$ cat src/rtl/mem_lsu.sv
// mem_lsu: MEM-stage load/store unit with a single-outstanding req/gnt/rvalid data bus.
// Handles byte-lane steering, store data replication and load sign/zero extension,
// and requests a pipeline stall until each access completes.
// Optional feature macro: MEM_LSU_MISALIGN_CHECK_EN (flag misaligned half/word accesses
// instead of truncating the address to natural alignment).
module mem_lsu #(
  parameter int unsigned ADDR_W = 32,
  parameter int unsigned DATA_W = 32
) (
  input  logic              clk_in,
  input  logic              reset_in,
  input  logic [3:0]        mem_op_in,
  input  logic [ADDR_W-1:0] mem_addr_in,
  input  logic [DATA_W-1:0] mem_data_in,
  input  logic              mem_we_in,
  input  logic              interrupt_flush_in,
  output logic              dbus_req_out,
  output logic              dbus_we_out,
  output logic [ADDR_W-1:0] dbus_addr_out,
  output logic [3:0]        dbus_be_out,
  output logic [DATA_W-1:0] dbus_wdata_out,
  input  logic              dbus_gnt_in,
  input  logic              dbus_rvalid_in,
  input  logic [DATA_W-1:0] dbus_rdata_in,
  output logic              stall_req_out,
  output logic              load_valid_out,
  output logic [DATA_W-1:0] load_data_out,
  output logic              misalign_out
);

  localparam logic [3:0] OP_LB  = 4'b0001;
  localparam logic [3:0] OP_LH  = 4'b0010;
  localparam logic [3:0] OP_LW  = 4'b0011;
  localparam logic [3:0] OP_LBU = 4'b0100;
  localparam logic [3:0] OP_LHU = 4'b0101;
  localparam logic [3:0] OP_SB  = 4'b0110;
  localparam logic [3:0] OP_SH  = 4'b0111;
  localparam logic [3:0] OP_SW  = 4'b1000;

  typedef enum logic [1:0] {
    S_IDLE = 2'd0,
    S_REQ  = 2'd1,
    S_RESP = 2'd2,
    S_DONE = 2'd3
  } state_t;

  state_t state_q, state_d;

  logic       is_load, is_store_op, is_store, valid_op;
  logic       is_byte, is_half, is_word, is_signed;
  logic       misaligned, start;
  logic [1:0] a, a_eff;
  logic [3:0] be_d;
  logic [DATA_W-1:0] wdata_d;

  // Captured access attributes used to extract the load result.
  logic       cap_byte, cap_half, cap_signed;
  logic [1:0] cap_a;
  logic       discard_q;

  logic [7:0]        sel_b;
  logic [15:0]       sel_h;
  logic [DATA_W-1:0] ext_data;

  assign a = mem_addr_in[1:0];

  // Decode access type and size from the op field.
  always_comb begin
    is_load     = 1'b0;
    is_store_op = 1'b0;
    is_byte     = 1'b0;
    is_half     = 1'b0;
    is_word     = 1'b0;
    is_signed   = 1'b0;
    case (mem_op_in)
      OP_LB:   begin is_load = 1'b1; is_byte = 1'b1; is_signed = 1'b1; end
      OP_LH:   begin is_load = 1'b1; is_half = 1'b1; is_signed = 1'b1; end
      OP_LW:   begin is_load = 1'b1; is_word = 1'b1; end
      OP_LBU:  begin is_load = 1'b1; is_byte = 1'b1; end
      OP_LHU:  begin is_load = 1'b1; is_half = 1'b1; end
      OP_SB:   begin is_store_op = 1'b1; is_byte = 1'b1; end
      OP_SH:   begin is_store_op = 1'b1; is_half = 1'b1; end
      OP_SW:   begin is_store_op = 1'b1; is_word = 1'b1; end
      default: ;
    endcase
  end

  // A store op without the write qualifier is treated as no access.
  assign is_store = is_store_op & mem_we_in;
  assign valid_op = is_load | is_store;

`ifdef MEM_LSU_MISALIGN_CHECK_EN
  assign misaligned = valid_op & ((is_half & (a == 2'b11)) | (is_word & (a != 2'b00)));
  assign a_eff      = a;
`else
  // Without the check, halves and words are forced to natural alignment.
  assign misaligned = 1'b0;
  assign a_eff      = is_word ? 2'b00 : (is_half ? {a[1], 1'b0} : a);
`endif

  assign start = valid_op & ~misaligned & ~interrupt_flush_in;

  // Byte enables and lane-replicated write data for the incoming access.
  always_comb begin
    be_d    = 4'b1111;
    wdata_d = mem_data_in;
    if (is_byte) begin
      be_d    = 4'(4'b0001 << a_eff);
      wdata_d = DATA_W'({4{mem_data_in[7:0]}});
    end else if (is_half) begin
      be_d    = 4'(4'b0011 << a_eff);
      wdata_d = DATA_W'({2{mem_data_in[15:0]}});
    end
  end

  // Lane select and sign/zero extension of the returned read data.
  always_comb begin
    case (cap_a)
      2'd0:    sel_b = dbus_rdata_in[7:0];
      2'd1:    sel_b = dbus_rdata_in[15:8];
      2'd2:    sel_b = dbus_rdata_in[23:16];
      default: sel_b = dbus_rdata_in[31:24];
    endcase
    case (cap_a)
      2'd0:    sel_h = dbus_rdata_in[15:0];
      2'd1:    sel_h = dbus_rdata_in[23:8];
      default: sel_h = dbus_rdata_in[31:16];
    endcase
    ext_data = dbus_rdata_in;
    if (cap_byte) begin
      ext_data = DATA_W'({{24{cap_signed & sel_b[7]}}, sel_b});
    end else if (cap_half) begin
      ext_data = DATA_W'({{16{cap_signed & sel_h[15]}}, sel_h});
    end
  end

  // State register.
  always_ff @(posedge clk_in or negedge reset_in) begin
    if (!reset_in) begin
      state_q <= S_IDLE;
    end else begin
      state_q <= state_d;
    end
  end

  // Next-state logic.
  always_comb begin
    state_d = state_q;
    case (state_q)
      S_IDLE: if (start) state_d = S_REQ;
      S_REQ: begin
        if (dbus_gnt_in) begin
          state_d = dbus_we_out ? S_DONE : S_RESP;
        end else if (interrupt_flush_in) begin
          state_d = S_IDLE;
        end
      end
      S_RESP: begin
        if (dbus_rvalid_in) begin
          state_d = (discard_q | interrupt_flush_in) ? S_IDLE : S_DONE;
        end
      end
      default: state_d = S_IDLE;
    endcase
  end

  // Combinational outputs: stall request and misalignment flag.
  always_comb begin
    stall_req_out = 1'b0;
    misalign_out  = misaligned;
    case (state_q)
      S_IDLE:  stall_req_out = start;
      S_REQ:   stall_req_out = 1'b1;
      S_RESP:  stall_req_out = 1'b1;
      default: stall_req_out = 1'b0;
    endcase
  end

  // Bus request registers, captured access attributes, discard flag and load result.
  always_ff @(posedge clk_in or negedge reset_in) begin
    if (!reset_in) begin
      dbus_req_out   <= 1'b0;
      dbus_we_out    <= 1'b0;
      dbus_addr_out  <= '0;
      dbus_be_out    <= '0;
      dbus_wdata_out <= '0;
      load_valid_out <= 1'b0;
      load_data_out  <= '0;
      cap_byte       <= 1'b0;
      cap_half       <= 1'b0;
      cap_signed     <= 1'b0;
      cap_a          <= 2'b00;
      discard_q      <= 1'b0;
    end else begin
      load_valid_out <= 1'b0;
      case (state_q)
        S_IDLE: begin
          discard_q <= 1'b0;
          if (start) begin
            dbus_req_out   <= 1'b1;
            dbus_we_out    <= is_store;
            dbus_addr_out  <= {mem_addr_in[ADDR_W-1:2], 2'b00};
            dbus_be_out    <= be_d;
            dbus_wdata_out <= wdata_d;
            cap_byte       <= is_byte;
            cap_half       <= is_half;
            cap_signed     <= is_signed;
            cap_a          <= a_eff;
          end
        end
        S_REQ: begin
          if (dbus_gnt_in) begin
            dbus_req_out <= 1'b0;
            // A granted load cannot be recalled; remember to drop its response.
            if (interrupt_flush_in && !dbus_we_out) discard_q <= 1'b1;
          end else if (interrupt_flush_in) begin
            dbus_req_out <= 1'b0;
          end
        end
        S_RESP: begin
          if (dbus_rvalid_in) begin
            if (!(discard_q || interrupt_flush_in)) begin
              load_data_out  <= ext_data;
              load_valid_out <= 1'b1;
            end
            discard_q <= 1'b0;
          end else if (interrupt_flush_in) begin
            discard_q <= 1'b1;
          end
        end
        default: ;
      endcase
    end
  end

endmodule

$ cat config.mk
export PLATFORM = sky130hd
export DESIGN_NAME = mem_lsu
export DESIGN_NICKNAME = d
export VERILOG_FILES = /design/src/rtl/mem_lsu.sv
export SDC_FILE = /design/constraint.sdc
export NUM_CORES = 1
export LEC_CHECK = 0
export CAP_MARGIN = 20
export CORE_MARGIN = 4
export CORE_UTILIZATION = 29
export DETAILED_ROUTE_END_ITERATION = 12
export PLACE_DENSITY_LB_ADDON = 0.25
export SETUP_SLACK_MARGIN = 0.5
export SYNTH_ARGS = -nofsm -noshare
export SYNTH_HDL_FRONTEND = slang
export SYNTH_SLANG_ARGS = --single-unit
$ cat constraint.sdc
create_clock -name clk_in -period 1.9 [get_ports clk_in]
set_clock_uncertainty 0.05 [all_clocks]
set_input_delay 0.19 -clock clk_in [delete_from_list [all_inputs] [get_ports clk_in]]
set_output_delay 0.19 -clock clk_in [all_outputs]
set_load 0.02 [all_outputs]
==> metrics, run 1 <==
DIE AREA 22,500 um^2; Pleak 4.87 nW; Remaining DRCs 0; port bufs between 200 and 250; Longest Clk Path Bufs 2; HPWL after detailed placement 15,100 um; internal power 0.00775 W; first-pass GRT wire length between 30,000 and 40,000 um; register bit total from synthesis 109; Worst Hold Class input port to flop; Ys Warns 0; worst rel slew slack between 50% and 60%; Starting Density 29.7%; highest clock rate 557 MHz; Area Growth Syn to Fin 77.9%; clk root buf clkbuf_16; Cell Area, Synth 5840 um^2; worst r2r path cells 10; commonest non-fill, non-tap cells in the layout 141 x nand2_1, 108 x dfrtp_1, 99 x clkdlybuf4s50_1; H-tree Lvls 3; CP dominant cell by count buf_12; GRT Total Usage between 10% and 20%; worst-path fanout max 6; sw power 0.00585 W; initial drt markers 319; Post-synth top flop dfrtp_1; startpoint types flop; EDFF count, synth 0; Placer Congestion 0.852; pre-CTS setup slack -435 ps; outcome complete, no violations; setup violators final 0; Setup Crit Path Kind flop to flop; most common cell after layout, fill and taps aside nand2_1; CP delay by family, top buffers and inverters; drt pass-1 iters 6; Slew Limit Fails 0; Hold Path Stages 3; Synth top area share 46.7%; Final min period roughly 1800 ps; vias 6,137; asr flop ratio synth 100%; Clock Power Share between 10% and 20%; synthesized area per cell between 8 and 9 um^2; TritonCTS clock tree built; Final nets 1,090; Site Rows 51; fraction of layout cells with a size suffix above 1 27.7%; CP max-delay cell dfrtp_1; die width between 100 and 150 um; Via density 4.93; worst path cell trace inv_2, ha_4, nor2b_4, o21a_4, buf_6, buf_8, buf_12, buf_12, buf_16, a31oi_4; grt ovf 0; CP Depth 10; required time worst endpoint 2110 ps; Antenna Violating Nets Remaining 0; Clock Pin Slew Worst Setup and Hold Paths 90 ps; number of library cell types mapped by synthesis slightly below 50; endpoint type of the worst setup path flop; Largest stage delay, worst path 410 ps; crit path buf inv count 6; final wirelength 22,000 um; largest net degree at the start of global routing 49; RSZ-0062 raised after global routing true; Final Hold Viols 0; Seq/Total Area, Yosys between 40% and 50%; Worst-Skew Late Latency 370 ps; Sequential Power Share 30.1%; hold slack 197 ps; VDD IR max 0.622 mV; cell accounting for the most synthesized area dfrtp_1; PD cells 1310 nW/um^2; initial antenna violation count 0; clk sinks about 110; core area 19,700 um^2; worst slew pin tran 612 ps; ANT cells 0; largest cells by area after synthesis dfrtp_1 47%, nand2_1 12%, o21ai_0 5.5%, nor2_1 4.2%, o22ai_1 3.4%; IO Pins roughly 210; TritonCTS buffer count 9; final worst path period share between 90% and 100%; Mapped Cells 685; Worst Setup Slack, final 105 ps; vias in the first global route 6,069; CP Data Arrival Time 2000 ps; Max Cap Violations 0; wire length per cell around 18 um; FILL cells 1,855; combinational share of power 55.3%; switch share ~43%; die height ~150 um
[worst paths after layout]
kind / end / slack (ps) / start
hold reg to reg: dbus_addr_out[27] / 420 / dbus_addr_out[27]
setup / recovery: dbus_wdata_out[11] / 100 / state_q[1]
hold / removal: dbus_we_out / 200 / mem_we_in
setup reg to reg: dbus_wdata_out[11] / 100 / state_q[1]
min in group asynchronous: load_valid_out / 260 / reset_in
max in group asynchronous: cap_a[0] / 920 / reset_in
[synth_stat cells, types with 2 or more instances]
cell type	number
dfrtp_1	109
ha_1	8
mux4_2	8
clkbuf_1	21
nor3_1	9
a22oi_1	16
nor2_1	66
o211ai_1	2
nand3_1	2
a222oi_1	8
a31oi_1	19
nand2b_1	5
o21a_1	2
o22a_1	8
mux2_2	4
inv_1	32
buf_4	5
a221oi_1	8
nor3b_1	3
buf_6	2
nand2_1	180
nor2b_1	7
mux2i_1	8
o21ai_0	64
o21bai_1	2
a21oi_1	8
o31ai_1	3
o22ai_1	32
buf_2	24
[state kept, by name, summed over array words and instances (netlist names)]
name            cells
load_data_out      32
cap_byte            1
cap_signed          1
cap_half            1
dbus_addr_out      30
dbus_wdata_out     32
load_valid_out      1
dbus_we_out         1
cap_a               2
state_q             2
dbus_req_out        1
discard_q           1
dbus_be_out         4
[power groups by stage]
stage | Combinational (W) | Clock [W] | Sequential, W
4_1_cts | 0.00716 | 0.00206 | 0.00407
5_1_grt | 0.00811 | 0.00214 | 0.00426
3_3_place_gp | 0.00713 | 0 | 0.00412
2_1_floorplan | 0.00273 | 0 | 0.00524
3_5_place_dp | 0.00722 | 0 | 0.00411
6_report | 0.00752 | 0.00199 | 0.00410
[logic make-up (layout without fill, tap and decap cells)]
kind of cell,Yosys count,count (layout),synth area share (%)
and+or+nand+nor,277,278,19.1
other,1,3,0.0642
muxes,20,20,5.22
adders and majority gates,8,8,1.71
AOI/OAI and AO/OA,182,182,20.4
buffers and inverters,87,380,6.70
xor gates and xnor gates,1,1,0.150
DFF,109,109,46.7
[layout make-up]
cell class,instances,area [um^2],area share (%)
Clock buffer,9,225,2.17
Clock inverter,7,82.6,0.794
Inverter,33,136,1.31
Multi-Input combinational cell,492,3410,32.8
Sequential cell,109,2730,26.3
Tap cell,265,332,3.19
Timing Repair Buffer,331,3480,33.5
[repair_timing]
item	in CTS	in global routing
setup endpoints to repair	211	115
cloned	12	3
pin swaps	33	19
hold buffers	1	0
gates resized for setup	225	72
hold endpoints to repair	28	0
setup buffers	19	5
[tightest hold or removal path: cells and delay by family]
family / cells / cell delay (ps)
compound gates: 1 / 70
buf+inv: 2 / 330
[through the flow]
step	cell area, um^2	total power (W)	setup TNS [ps]	std cells	util (%)
after global placement	8970	0.0113	-21220	1190	45.6
after detailed placement	8970	0.0113	-22190	1190	45.6
after CTS	10000	0.0133	0	1238	50.9
final	10400	0.0136	0	1246	52.9
after global routing	10400	0.0145	0	1246	52.9
after floorplan	6240	0.00796	0	687	-
[routing by layer]
| metal | track usage (%) | wire, um | part of all wire [%] | up-vias |
|---|---|---|---|---|
| met1 | 23.4 | 9060 | 41 | 2928 |
| met4 | 5.86 | 456 | 2.1 | 0 |
| met5 | 0 | 0 | 0 | - |
| met3 | 6.42 | 1810 | 8.2 | 34 |
| li1 | - | - | - | 2965 |
| met2 | 31.5 | 10700 | 49 | 210 |
Note: power is estimated with default switching activity, not from simulation.
==> run 2, diff against run 1 <==
Settings changed: ABC_AREA from default to 1, HOLD_SLACK_MARGIN from default to 0.03.
==> metrics, run 2 <==
Site Rows 51; Fin Setup TNS 0 ps; hold slack 203 ps; Worst Hold Class input port to async pin; die height 149 um; CP delay by family, top flip-flops; Antenna Violating Nets Remaining 0; number of library cell types mapped by synthesis 30; Via density about 4.7; worst-path fanout max 21; synth cell count leaders 394 x nand2_1, 109 x dfrtp_1, 52 x o21ai_0; endpoint type of the worst setup path flop; fraction of layout cells with a size suffix above 1 30.6%; drt pass-1 iters 5; Remaining DRCs 0; CP max-delay cell dfrtp_1; Final nets 1,191; post-route design area slightly above 10,000 um^2; clk root buf clkbuf_16; vias 6,339; most common cell after layout, fill and taps aside nand2_1; Final Hold Viols 0; Mapped Cells ~800; TritonCTS buffer count 9; FILL cells 1,899; die width 149 um; vias in the first global route 6,434; grt ovf 0; GRT Total Usage 19.7%; Placed Cells roughly 1,300; highest clock rate 615 MHz; wire length per cell around 17 um; crit path buf inv count 3; ANT cells 0; pre-CTS setup slack -396 ps; Reg area between 2000 and 3000 um^2; final worst path period share 85.6%; PD cells 1470 nW/um^2; final wirelength 22,600 um; Top Registers dbus_wdata_out: 32 flops, load_data_out: 32 flops, dbus_addr_out: 30 flops; Ys Warns 0; Largest stage delay, worst path around 400 ps; TritonCTS clock tree built; HPWL after detailed placement 14,200 um; Clock Pin Slew Worst Setup and Hold Paths ~80 ps; VDD IR max 0.676 mV; RSZ-0062 raised after global routing true; Pleak 5.18 nW; cell accounting for the most synthesized area dfrtp_1; EDFF count, synth 0; Post-synth top flop dfrtp_1; Starting Density 29.6%; H-tree Lvls 3; port bufs approximately 210; startpoint types flop; largest cells by area after synthesis dfrtp_1 47%, nand2_1 25%, o21ai_0 4.5%, nand3_1 3.2%, inv_1 3.0%; required time worst endpoint 2090 ps; synthesized area per cell 7.23 um^2; Post-Place Cell Area around 8600 um^2; clk sinks between 100 and 150; Setup Crit Path Kind flop to flop; IO Pins around 210; core area 19,600 um^2; Slew Limit Fails 0; Area Growth Syn to Fin 76.0%; Non-Filler Instances about 1,300; worst path cell trace buf_4, ha_2, nand4_4, inv_8, buf_12, or2_4, a21boi_2; initial drt markers 297; FF-to-FF setup slack 270 ps; setup violators final 0; Final min period 1630 ps; commonest non-fill, non-tap cells in the layout 280 x nand2_1, 106 x dfrtp_1, 101 x dlygate4sd2_1; most frequent cell after synthesis nand2_1; Cell Area, Synth 5800 um^2; Worst-Skew Late Latency 350 ps; Longest Clk Path Bufs 2; largest net degree at the start of global routing 56; area of the multi-input gates 3510 um^2; Synth top area share 47.0%; Placer Congestion 0.918; first-pass GRT wire length 34,600 um; Seq/Total Area, Yosys around 47%; outcome complete, no violations; CP Data Arrival Time 1820 ps; Worst Setup Slack, final 273 ps; asr flop ratio synth 100%; register bit total from synthesis roughly 110; DIE AREA about 22,000 um^2; Max Cap Violations 0; initial antenna violation count 0
run 2: cell count changes after synthesis, moves of 15 or more:
cell | previous run | this run
inv_1 | 32 | 47
or2_2 | 0 | 26
a31oi_1 | 19 | 0
a22oi_1 | 16 | 0
o22ai_1 | 32 | 1
nand2_1 | 180 | 394
nor2_1 | 66 | 32
nand3_1 | 2 | 37
run 2: timing repair:
action                                  4_1_cts  5_1_grt
resized for setup                           276      128
setup buffers                                22        6
gates cloned                                 15        2
pin swaps                                    67       67
hold endpoints to repair                     88        0
endpoints found under the setup margin      210      111
hold buffers                                  1        0
run 2: power breakdown:
part	switching, W	leakage (nW)	internal [W]
logic	0.00471	3.69	0.00396
registers	0.000946	1.35	0.00346
clock network	0.000923	0.146	0.00106
total	0.00658	5.18	0.00848
run 2: final cells by class:
type	instances	area share, %
flip-flops and latches	109	26.8
well taps	265	3.25
clock buffers	11	2.38
multi-input cells	606	34.4
clock inverters	5	0.588
repair buffers	295	30.1
repair inverters	2	0.147
inverters	54	2.47
run 2: cells by family after synthesis:
family          synth area share, %
other cells                  0.0646
flops                          47.0
buf+inv                        7.07
compound gates                 9.23
fa+ha+maj                      1.72
simple gates                   34.9
run 2: final timing paths:
kind	startpoint	endpoint	cells past startpoint
max in group asynchronous	reset_in	dbus_addr_out[5]	3
worst min-delay path	reset_in	load_valid_out	2
worst max register to register	state_q[1]	load_data_out[22]	7
min in group clk_in	mem_addr_in[20]	dbus_addr_out[20]	3
worst max-delay path	state_q[1]	load_data_out[22]	7
worst min register to register	load_data_out[0]	load_data_out[0]	2
run 2: through the flow:
| step | power, W | util (%) |
|---|---|---|
| 4_1_cts | 0.0144 | 49.5 |
| 5_1_grt | 0.0160 | 52.1 |
| 2_1_floorplan | 0.00832 | - |
| 6_report | 0.0151 | 52.1 |
| 3_3_place_gp | 0.0117 | 43.7 |
| 3_5_place_dp | 0.0118 | 43.7 |
run 2: per-layer routing:
layer,vias to the layer above,wire length [um],track usage (%)
met1,3013,9340,24.8
met4,0,531,6.77
met3,36,1770,5.03
li1,3041,-,-
met2,249,10900,33.1
met5,-,0,0
